$ cat config.mk
export PLATFORM = sky130hd
export DESIGN_NAME = spi_frame_master
export DESIGN_NICKNAME = d
export VERILOG_FILES = /design/src/rtl/spi_frame_master.sv
export SDC_FILE = /design/constraint.sdc
export NUM_CORES = 1
export LEC_CHECK = 0
export ABC_AREA = 0
export CORE_MARGIN = 1
export CORE_UTILIZATION = 53
export CTS_CLUSTER_DIAMETER = 200
export DETAILED_ROUTE_END_ITERATION = 7
export PLACE_DENSITY = 0.85
export RECOVER_POWER = 100
export SYNTH_ARGS = -nofsm -noshare
export SYNTH_HDL_FRONTEND = slang
export SYNTH_SLANG_ARGS = --single-unit
$ cat constraint.sdc
create_clock -name SysClock -period 3.8 [get_ports SysClock]
set_input_delay 0.76 -clock SysClock [delete_from_list [all_inputs] [get_ports SysClock]]
set_output_delay 0.76 -clock SysClock [all_outputs]
set_load 0.02 [all_outputs]
$ cat src/rtl/spi_frame_master.sv
// rtl/spi_frame_master.sv - 32-bit mode-0 SPI frame master with CS setup/hold timing
// Optional reply capture is enabled by defining SPI_RX_CAPTURE_EN.
module spi_frame_master #(
    parameter int CLK_DIV  = 4,
    parameter int CS_SETUP = 2,
    parameter int CS_HOLD  = 2
) (
    input  logic        SysClock,
    input  logic        SysReset_n,
    input  logic        SPI_START,
    input  logic [31:0] SPI_TX,
    output logic        SPI_DONE,
    output logic        SPI_BUSY,
    output logic [31:0] SPI_RX,
    output logic        SPI_SCK,
    output logic        SPI_MOSI,
    input  logic        SPI_MISO,
    output logic        SPI_CS_n
);

    localparam int CNT_MAX = (CLK_DIV > CS_SETUP) ?
                             ((CLK_DIV > CS_HOLD) ? CLK_DIV : CS_HOLD) :
                             ((CS_SETUP > CS_HOLD) ? CS_SETUP : CS_HOLD);
    localparam int CW = $clog2(CNT_MAX + 1);

    typedef enum logic [2:0] {IDLE, SETUP, SHIFT, HOLD, FINISH} state_t;

    state_t        state_q, state_d;
    logic [CW-1:0] cnt_q, cnt_d;
    logic [5:0]    bit_q, bit_d;
    logic [31:0]   tx_sh_q, tx_sh_d;
    logic          sck_q, sck_d;
    logic          mosi_q, mosi_d;
    logic          cs_n_q, cs_n_d;
    logic          done_q, done_d;
    logic          busy_q, busy_d;
    logic          sample_en;
    logic          load_rx;

    always_ff @(posedge SysClock or negedge SysReset_n) begin
        if (!SysReset_n) begin
            state_q <= IDLE;
            cnt_q   <= '0;
            bit_q   <= '0;
            tx_sh_q <= '0;
            sck_q   <= 1'b0;
            mosi_q  <= 1'b0;
            cs_n_q  <= 1'b1;
            done_q  <= 1'b0;
            busy_q  <= 1'b0;
        end else begin
            state_q <= state_d;
            cnt_q   <= cnt_d;
            bit_q   <= bit_d;
            tx_sh_q <= tx_sh_d;
            sck_q   <= sck_d;
            mosi_q  <= mosi_d;
            cs_n_q  <= cs_n_d;
            done_q  <= done_d;
            busy_q  <= busy_d;
        end
    end

    // One shared counter times setup, each SCK half-period, and hold.
    always_comb begin
        state_d   = state_q;
        cnt_d     = cnt_q;
        bit_d     = bit_q;
        tx_sh_d   = tx_sh_q;
        sck_d     = sck_q;
        mosi_d    = mosi_q;
        cs_n_d    = cs_n_q;
        done_d    = 1'b0;
        busy_d    = busy_q;
        sample_en = 1'b0;
        load_rx   = 1'b0;
        case (state_q)
            IDLE: begin
                if (SPI_START) begin
                    state_d = SETUP;
                    tx_sh_d = SPI_TX;
                    busy_d  = 1'b1;
                    cnt_d   = '0;
                    bit_d   = '0;
                end
            end
            SETUP: begin
                cs_n_d = 1'b0;
                mosi_d = tx_sh_q[31];
                if (cnt_q == CW'(CS_SETUP)) begin
                    state_d = SHIFT;
                    cnt_d   = '0;
                end else begin
                    cnt_d = cnt_q + 1'b1;
                end
            end
            SHIFT: begin
                if (cnt_q == CW'(CLK_DIV - 1)) begin
                    cnt_d = '0;
                    if (!sck_q) begin
                        sck_d     = 1'b1;
                        sample_en = 1'b1;
                    end else begin
                        sck_d = 1'b0;
                        if (bit_q == 6'd31) begin
                            mosi_d  = 1'b0;
                            state_d = HOLD;
                        end else begin
                            bit_d   = bit_q + 1'b1;
                            mosi_d  = tx_sh_q[30];
                            tx_sh_d = {tx_sh_q[30:0], 1'b0};
                        end
                    end
                end else begin
                    cnt_d = cnt_q + 1'b1;
                end
            end
            HOLD: begin
                if (cnt_q == CW'(CS_HOLD - 1)) begin
                    state_d = FINISH;
                    cs_n_d  = 1'b1;
                    done_d  = 1'b1;
                    load_rx = 1'b1;
                    cnt_d   = '0;
                end else begin
                    cnt_d = cnt_q + 1'b1;
                end
            end
            FINISH: begin
                state_d = IDLE;
                busy_d  = 1'b0;
                cnt_d   = '0;
                bit_d   = '0;
            end
            default: state_d = IDLE;
        endcase
    end

`ifdef SPI_RX_CAPTURE_EN
    logic [31:0] cap_q;
    logic [31:0] rx_q;

    always_ff @(posedge SysClock or negedge SysReset_n) begin
        if (!SysReset_n) begin
            cap_q <= '0;
            rx_q  <= '0;
        end else begin
            if (sample_en) cap_q <= {cap_q[30:0], SPI_MISO};
            if (load_rx)   rx_q  <= cap_q;
        end
    end

    assign SPI_RX = rx_q;
`else
    logic unused_capture;
    assign unused_capture = ^{SPI_MISO, sample_en, load_rx};
    assign SPI_RX = '0;
`endif

    assign SPI_DONE = done_q;
    assign SPI_BUSY = busy_q;
    assign SPI_SCK  = sck_q;
    assign SPI_MOSI = mosi_q;
    assign SPI_CS_n = cs_n_q;

endmodule

==> results.cfg <==
[outcome]
status = complete, no violations

[hold_path]
worst_hold_path.num_cells = 1
hold_path.class = reg2reg

[finish]
n_antenna_cell = 0
nets = 320
drive_gt1_frac = 0.222
multi_input_area_mm2 = 0.00136
area_growth_pct = 11.3
regArea_mm2 = 0.00123
final_common_cell = dfrtp_1
layout_common_cells = 48 x dfrtp_1, 42 x mux2_2, 32 x conb_1, 32 x clkdlybuf4s50_1, 20 x mux2_1
final_area_mm2 = 0.00323
fillerInstances = 410

[critical_path]
critPathMaxFanout = 32
crit_slowest_cell = dlygate4sd3_1
arrival_ns = 2.78
criticalPathCategory = in2reg
worstPathRequired_ns = 3.99
worstSetupEndpointType = flop
crit_chain = dlygate4sd3_1 > nand2b_1 > a21oi_4 > clkbuf_2 > mux2_2
reg2reg_depth = 4
cp-start-kind = input pin
critPathMaxStageDelay_ns = 0.67

[die]
coreArea_mm2 = 0.00517
ios = 73
die_h_um = 75.9
die_w_um = 75.9
num_rows = 26
die_area_mm2 = 0.00577
initial_core_util = 0.560

[placed_design]
placed_cell_area_mm2 = 0.00320
pre_cts_slack_ns = 1.17
io_buffers = 39
gp_congestion = 0.838
dpl.hpwl_um = 3340

[synth]
syn_inst = 241
synth_cell_types = 44
async_flop_share = 1.00
yosysTopAreaCell = dfrtp_1
syn_area_mm2 = 0.00290
seq_area_frac_synth = 0.424
synth.area.top_cells = dfrtp_1 41%, mux2_2 16%, mux2_4 10%
synth.avg_cell_area_um2 = 12.0
ys_seq_elements = 49
synth_flop_cell = dfrtp_1
synth-edff-count = 0
yosysWarnings = 0
netlist.area_leader.share = 0.415

[cts]
clk_latency_ns = 0.30
clkSinkCount = 49
ctsHoldBuffers = 0
post-cts-setup-buffer-count = 0
cts_htree_levels = 2
clk_pin_slew_ns = 0.09
root_buffer = clkbuf_8
cts_buffers = 5
cts_tree = yes
cts.path.max_buffers = 2
cts_resized = 0

[grt]
grt_pass1_vias = 1693
grt_max_degree = 50
grt_pass1_wl_um = 8190
grt_overflow = 0
antenna_found_initial = 0
track_usage = 0.178

[routing]
wl_per_cell_um = 13.7
dr.pass1.iters = 4
routed-via-count = 1771
drt_iter0_markers = 73
final_antenna_net_count = 0
viasPerCell = 5.07
route.detailed.drc = 0
routed_wl_um = 4770

[timing]
fin_crit_ns = 2.60
worstMarginPinSlew_ns = 1.06
tns_ns = 0
finalCritPeriodShare = 0.684
maxSlewHeadroom = 0.291
hold_viol = 0
hold-worst-slack_ns = 0.490
setup_ws_ns = 1.20
fmax_mhz = 385
finalSetupViolations = 0
fin_skew_ns = 0.00730
finalMaxSlewViolations = 0
grt_setup_unrepaired = false

[pwr]
p_total_mw = 0.966
leakagePower_nw = 1.44
power_density_mw_per_mm2 = 300
peakVddDrop_uv = 197

[run]
drv_cap = 0
cells in the mapped netlist (all sizes together) (2+ instances only):
master / number
mux2: 63
dfrtp: 48
buf: 39
inv: 11
o21ai: 11
nor2: 7
a21oi: 6
ha: 6
nand2: 4
clkbuf: 3
nand2b: 3
nand3: 3
nand3b: 3
nor3b: 3
a21o: 2
a31oi: 2
mux2i: 2
nor2b: 2
nor4: 2
o211ai: 2
o22ai: 2
or2: 2
xnor2: 2
final cells by class:
cell class	instances	area share
Sequential cell	49	0.381
Clock inverter	2	0.00427
Tap cell	70	0.0272
Clock buffer	6	0.0256
Timing Repair Buffer	41	0.127
Inverter	11	0.0128
Multi-Input combinational cell	170	0.422
power breakdown:
part	total [mW]	leakage [nW]	switching (mW)	internal, mW
clock network	0.323	0.0512	0.175	0.148
logic	0.101	0.789	0.0523	0.0486
registers	0.543	0.603	0.00705	0.536
routing by layer:
layer,wire (um),track usage,vias to the layer above
met2,2210,0.275,58
li1,-,-,850
met3,237,0.0386,6
met4,57,0.0519,0
met5,0,0,-
met1,2270,0.253,857
worst max-delay path: cells and delay by family:
family          cells  cell delay (ns)
compound gates      1             0.15
buf+inv             2             1.31
mux                 1             0.42
simple gates        1             0.13
stage by stage:
step,instances,utilization
finish,349,0.624
global route,349,0.624
CTS,349,0.638
detailed placement,341,0.619
global placement,341,0.619
floorplan,272,-
flip-flops by register name (all words and copies together), names as in the netlist:
register / count
tx_sh_q: 32
bit_q: 6
cnt_q: 3
state_q: 3
SPI_BUSY: 1
SPI_CS_n: 1
SPI_DONE: 1
SPI_MOSI: 1
SPI_SCK: 1
path summary, 6_finish.rpt:
| kind | from | endpoint | slack (ns) |
|---|---|---|---|
| min | tx_sh_q[29] | tx_sh_q[29] | 0.49 |
| min reg2reg | tx_sh_q[29] | tx_sh_q[29] | 0.49 |
| min in group asynchronous | SysReset_n | SPI_DONE | 0.64 |
| max | SPI_START | tx_sh_q[8] | 1.20 |
| max in group asynchronous | SysReset_n | tx_sh_q[28] | 2.50 |
| max reg2reg | state_q[1] | tx_sh_q[30] | 1.39 |
cells by family (layout without fill, tap and decap cells):
family | Yosys count | in the layout | synth area share
AOI/OAI and AO/OA | 31 | 31 | 0.0708
xor gates and xnor gates | 2 | 2 | 0.00605
adders and majority gates | 6 | 6 | 0.0259
buffers and inverters | 53 | 60 | 0.124
DFF | 49 | 49 | 0.424
muxes | 65 | 65 | 0.278
other | 1 | 32 | 0.00129
and+or+nand+nor | 34 | 34 | 0.0708
(Power assumes the default switching activity.)
